`config.mk`:
```
export PLATFORM = sky130hd
export DESIGN_NAME = ca_life_engine
export DESIGN_NICKNAME = d
export VERILOG_FILES = /design/src/rtl/ca_life_engine.sv
export SDC_FILE = /design/constraint.sdc
export NUM_CORES = 1
export LEC_CHECK = 0
export ABC_AREA = 1
export ABC_CLOCK_PERIOD_IN_PS = 4000
export CELL_PAD_IN_SITES_DETAIL_PLACEMENT = 1
export CELL_PAD_IN_SITES_GLOBAL_PLACEMENT = 1
export CORE_ASPECT_RATIO = 0.8
export CORE_MARGIN = 1.5
export CORE_UTILIZATION = 34
export CTS_BUF_LIST = sky130_fd_sc_hd__clkbuf_16
export CTS_CLUSTER_DIAMETER = 200
export DETAILED_ROUTE_END_ITERATION = 7
export PLACE_DENSITY = 0.8
export SLEW_MARGIN = 15
export SYNTH_ARGS = -nofsm -noshare
export SYNTH_HDL_FRONTEND = slang
export SYNTH_SLANG_ARGS = --single-unit
```
`constraint.sdc`:
```
create_clock -name clk -period 4 [get_ports clk]
set_clock_uncertainty 0.2 [all_clocks]
set_input_delay 0.8 -clock clk [delete_from_list [all_inputs] [get_ports clk]]
set_output_delay 0.8 -clock clk [all_outputs]
set_load 0.05 [all_outputs]
```
`src/rtl/ca_life_engine.sv`:
```
// ca_life_engine
//
// Purpose: cellular-automaton engine for "Life-like" rules on a ROWS x COLS
// grid. The grid is a single register that is rewritten from its own
// combinational next-state image, so every cell of a generation is computed
// from the same old grid. The engine can single-step while idle, or free-run
// with a programmable pacing divider. It halts by itself when a generation
// reproduces its predecessor or when the grid has no live cells.
//
// Ports:
//   clk        in   single clock, all state changes on its rising edge
//   rst        in   synchronous active-high reset (grid cleared, IDLE)
//   load       in   write grid from data_in, clear counters/flags, go IDLE
//   data_in    in   ROWS*COLS  initial grid, cell (r,c) at bit r*COLS+c
//   step       in   one-cycle pulse: compute one generation while IDLE
//   run        in   level: free-running evolution
//   period     in   8  RUN computes one generation every period+1 cycles
//   data_out   out  ROWS*COLS  current grid register
//   gen_count  out  GEN_W  generations since last load/reset, saturating
//   state_o    out  2  IDLE=0, RUN=1, HALT=2
//   stable     out  last generation equalled its predecessor
//   extinct    out  grid became empty while running
module ca_life_engine #(
    parameter int         ROWS    = 8,
    parameter int         COLS    = 8,
    parameter int         WRAP    = 0,
    parameter logic [8:0] BIRTH   = 9'b000001000,
    parameter logic [8:0] SURVIVE = 9'b000001100,
    parameter int         GEN_W   = 16
) (
    input  logic                 clk,
    input  logic                 rst,
    input  logic                 load,
    input  logic [ROWS*COLS-1:0] data_in,
    input  logic                 step,
    input  logic                 run,
    input  logic [7:0]           period,
    output logic [ROWS*COLS-1:0] data_out,
    output logic [GEN_W-1:0]     gen_count,
    output logic [1:0]           state_o,
    output logic                 stable,
    output logic                 extinct
);

    localparam int CELLS = ROWS * COLS;
    localparam int IDX_W = $clog2(CELLS);

    localparam logic [1:0] ST_IDLE = 2'd0;
    localparam logic [1:0] ST_RUN  = 2'd1;
    localparam logic [1:0] ST_HALT = 2'd2;

    logic [CELLS-1:0] grid;
    logic [CELLS-1:0] next_grid;
    logic [GEN_W-1:0] gen_next;
    logic [7:0]       divider;
    logic [1:0]       state;
    logic             grid_empty;
    logic             grid_same;

    // Value of the neighbour at (r,c), which may lie one step off the grid.
    // Off-grid coordinates either fold back onto the torus or read as dead.
    function automatic logic cell_at(input logic [CELLS-1:0] g,
                                     input int r, input int c);
        int rr;
        int cc;
        rr = r;
        cc = c;
        if (WRAP != 0) begin
            if (rr < 0)          rr = rr + ROWS;
            else if (rr >= ROWS) rr = rr - ROWS;
            if (cc < 0)          cc = cc + COLS;
            else if (cc >= COLS) cc = cc - COLS;
            return g[IDX_W'(rr * COLS + cc)];
        end
        if (rr < 0 || rr >= ROWS || cc < 0 || cc >= COLS)
            return 1'b0;
        return g[IDX_W'(rr * COLS + cc)];
    endfunction

    function automatic logic [3:0] live_neighbours(input logic [CELLS-1:0] g,
                                                   input int r, input int c);
        logic [3:0] n;
        n = 4'd0;
        for (int dr = -1; dr <= 1; dr++) begin
            for (int dc = -1; dc <= 1; dc++) begin
                if (dr != 0 || dc != 0)
                    n = n + 4'(cell_at(g, r + dr, c + dc));
            end
        end
        return n;
    endfunction

    // Whole-grid next generation, evaluated purely from the current register.
    always_comb begin
        next_grid = '0;
        for (int r = 0; r < ROWS; r++) begin
            for (int c = 0; c < COLS; c++) begin
                logic [3:0] n;
                n = live_neighbours(grid, r, c);
                next_grid[r * COLS + c] = grid[r * COLS + c] ? SURVIVE[n] : BIRTH[n];
            end
        end
    end

    assign grid_empty = (grid == '0);
    assign grid_same  = (next_grid == grid);

    // Generation counter sticks at all-ones instead of wrapping.
    assign gen_next = (gen_count == '1) ? gen_count : gen_count + GEN_W'(1);

    always_ff @(posedge clk) begin
        if (rst) begin
            grid      <= '0;
            gen_count <= '0;
            stable    <= 1'b0;
            extinct   <= 1'b0;
            divider   <= '0;
            state     <= ST_IDLE;
        end else if (load) begin
            grid      <= data_in;
            gen_count <= '0;
            stable    <= 1'b0;
            extinct   <= 1'b0;
            divider   <= '0;
            state     <= ST_IDLE;
        end else begin
            case (state)
                ST_IDLE: begin
                    // run wins over a simultaneous step; entering RUN is not
                    // itself a generation edge.
                    if (run) begin
                        state   <= ST_RUN;
                        divider <= '0;
                    end else if (step) begin
                        grid      <= next_grid;
                        gen_count <= gen_next;
                    end
                end
                ST_RUN: begin
                    if (!run) begin
                        state <= ST_IDLE;
                    end else if (grid_empty) begin
                        extinct <= 1'b1;
                        state   <= ST_HALT;
                    end else if (divider == period) begin
                        grid      <= next_grid;
                        gen_count <= gen_next;
                        divider   <= '0;
                        if (grid_same) begin
                            stable <= 1'b1;
                            state  <= ST_HALT;
                        end
                    end else begin
                        divider <= divider + 8'd1;
                    end
                end
                ST_HALT: begin
                end
                default: state <= ST_IDLE;
            endcase
        end
    end

    assign data_out = grid;
    assign state_o  = state;

endmodule

```
==> out/results.ini <==
[synthesis]
syn_inst=1122
seq_area_frac_synth_pct=22.97
synth.avg_cell_area_um2=7.146
syn_area_um2=8018
syn_nets=1325
synth-seq-cells=92
ys_types=37
yosysWarnings=0

[worst_setup_path]
critPathMostFrequentCell=fa_1
required_ns=4.00
cp.arrival_ns=4.13
end_kind=register
cp_max_fo=5
path_buf_inv=4
critPathTopFamily=adder cells
slowest_stage=fa_2
max_stage_delay_ns=0.55
critPathKind=reg -> reg
cp-start-kind=register
crit_chain=fa_1, inv_1, fa_1, fa_1, inv_1, ha_2, fa_2, o21ai_0, nor2_1, nand2_1, nand2_1, o21ai_0, buf_4, nand3_1, nor2_2, buf_4, nand4_1, a21oi_1

[finish]
syn_to_final_growth_pct=33.27
final_common_cell=nand2_1
antennaDiodeCount=0
drive_gt1_share_pct=9.276
final_cell_mix=nand2_1, inv_1, clkdlybuf4s50_1
multi_input_area_um2=5384
seqCellArea_um2=1868
fill_cells=2914
fin_nets=1524

[detailed_routing]
drt-total-wl_mm=28.56
via_per_inst=4.979
drc=0
drt_iter0_drc=440
drt_pass1_iterations=5
vias=8156
detail_route.wl_per_cell_um=17.43
detail-route-antenna-nets=0

[cts]
htree_levels=3
clkTransAtPathRegs_ns=0.07
clockBufferDepth=2
cts_tree=yes
clock_latency_ns=0.36
numClockSinks=92
root_buffer=clkbuf_16
cts_made_buffers=9

[power]
peakVddDrop_uv=223.6
power_density_nw_per_um2=400.3
leakage_nw=4.767
fin_total_pwr_w=0.004278

[sta]
finalCriticalPeriod_ns=4.122
rsz0062_at_grt=yes
hold_viol=0
timing.final.crit_share_pct=103.1
slew_viol_final=0
relSlewSlack_pct=46.04
tightest_slew_ns=0.8085
setup_ws_ns=-0.1221
clock.fmax_ghz=0.2426
finalSetupViolations=3
whs_ns=0.2824

[place]
dpl.hpwl_mm=21.92
portBuffers=160
gp_congestion=0.8714

[floorplanning]
start_util_pct=34.45
fp.dieArea_um2=24520
fp.dieW_um=174.7
fp.coreArea_um2=23270
row_count=50
die_h_um=140.4
num_io_pins=161

[run]
maxCapViolations=0

[worst_hold_path]
hold_path_class=reg -> reg

[grt]
grt.total_usage_pct=23.49
grt_max_degree=56
gr-total-overflow=0
grt_pass1_vias=8603
antenna_found_initial=0
grt_pass1_wl_mm=45.63

[status]
violations=negative setup slack
status=finished, violations left

final timing paths:
check / to / start / slack [ns] / depth (start not counted)
hold / removal: data_out[45] / data_out[45] / 0.28 / 2
setup / recovery: stable / data_out[11] / -0.12 / 18
setup reg to reg: stable / data_out[11] / -0.12 / 18
hold reg to reg: data_out[45] / data_out[45] / 0.28 / 2
kinds of logic (layout without fill, tap and decap cells):
group / Yosys count / count (layout) / synth area share (%)
buf+inv: 212 / 416 / 10.58
fa+ha+maj: 126 / 126 / 26.22
flops: 92 / 92 / 22.97
simple gates: 529 / 529 / 28.07
compound gates: 134 / 134 / 8.989
xor+xnor: 29 / 29 / 3.168
metrics by stage:
stage                     util [%]  worst slack, ns  std cells  setup TNS [ns]  instance area (um^2)
after floorplan                  -          0.01161       1122               0                  8041
after global placement       44.10         0.004361       1617               0                 10260
after detailed placement     44.10          -0.1317       1617         -0.3079                 10260
after CTS                    45.69         -0.04499       1635         -0.1230                 10630
after global routing         45.91          -0.2814       1638         -0.8335                 10690
final                        45.91          -0.1221       1638         -0.3288                 10690
power breakdown:
part           total, W  leakage, nW  switching, W  internal, W
combinational   0.00228         3.85       0.00136     0.000921
sequential      0.00104        0.760     0.0000666     0.000972
clock          0.000962        0.158      0.000410     0.000552
layout make-up:
type	instances	share of cell area, %
repair buffers	219	19.04
clock inverters	7	0.9134
clock buffers	9	2.108
flip-flops and latches	92	17.48
well taps	312	3.653
inverters	181	6.417
multi-input cells	818	50.39
per-layer routing:
metal	up-vias	wire [um]	track usage [%]
met1	4008	13600	32.13
li1	3916	-	-
met2	198	13270	38.62
met3	34	1248	3.936
met5	-	0	0
met4	0	443	5.578
synthesized netlist by cell type:
| cell | instances | area, um^2 |
|---|---|---|
| nand2_4 | 1 | 11.26 |
| buf_6 | 4 | 45.04 |
| nand3_2 | 2 | 20.02 |
| buf_2 | 4 | 20.02 |
| nand2_1 | 300 | 1126 |
| nand4_2 | 2 | 25.02 |
| xnor2_1 | 7 | 61.31 |
| a21boi_0 | 6 | 45.04 |
| dfxtp_1 | 92 | 1842 |
| nand3_1 | 65 | 325.3 |
| buf_1 | 1 | 3.750 |
| inv_4 | 1 | 6.260 |
| inv_1 | 178 | 668.1 |
| clkbuf_1 | 18 | 67.56 |
| nand3b_1 | 15 | 112.6 |
| clkinv_1 | 1 | 3.750 |
| a21oi_1 | 81 | 405.4 |
| or2_2 | 1 | 6.260 |
| o21a_1 | 2 | 15.01 |
| o21ai_0 | 30 | 150.1 |
| nor3b_1 | 1 | 7.510 |
| nor3_1 | 10 | 50.05 |
| inv_2 | 1 | 3.750 |
| a21oi_2 | 1 | 8.760 |
| nor2_2 | 1 | 6.260 |
| ha_1 | 56 | 700.7 |
| buf_4 | 4 | 30.03 |
| or2_1 | 3 | 18.77 |
| nor2_1 | 105 | 394.1 |
| nor3_2 | 1 | 10.01 |
| o31ai_1 | 7 | 52.55 |
| a31oi_1 | 7 | 43.79 |
| nand2_2 | 1 | 6.260 |
| nor4_1 | 8 | 50.05 |
| xor2_1 | 22 | 192.7 |
| nand4_1 | 13 | 81.33 |
| fa_1 | 70 | 1401 |
registers in the layout (all words and copies together), names as in the netlist:
signal / cells
state_o: 2
divider: 8
extinct: 1
data_out: 64
stable: 1
gen_count: 16
worst reg2reg max path, delay by kind of cell, from the launching register on:
kind	cells	cell delay (ns)
flip-flops	1	0.38
adder cells (fa/ha/maj)	5	2.21
AO/OA/AOI/OAI	3	0.27
buffers and inverters	4	0.40
AND/OR/NAND/NOR	6	0.51
timing repair:
| action | CTS | global route |
|---|---|---|
| endpoints found under the setup margin | 3 | 3 |
| hold buffers | 0 | 0 |
| setup buffers | 2 | 3 |
| pin swaps | 2 | 1 |
| gates resized for setup | 14 | 11 |
(Power assumes the default switching activity.)
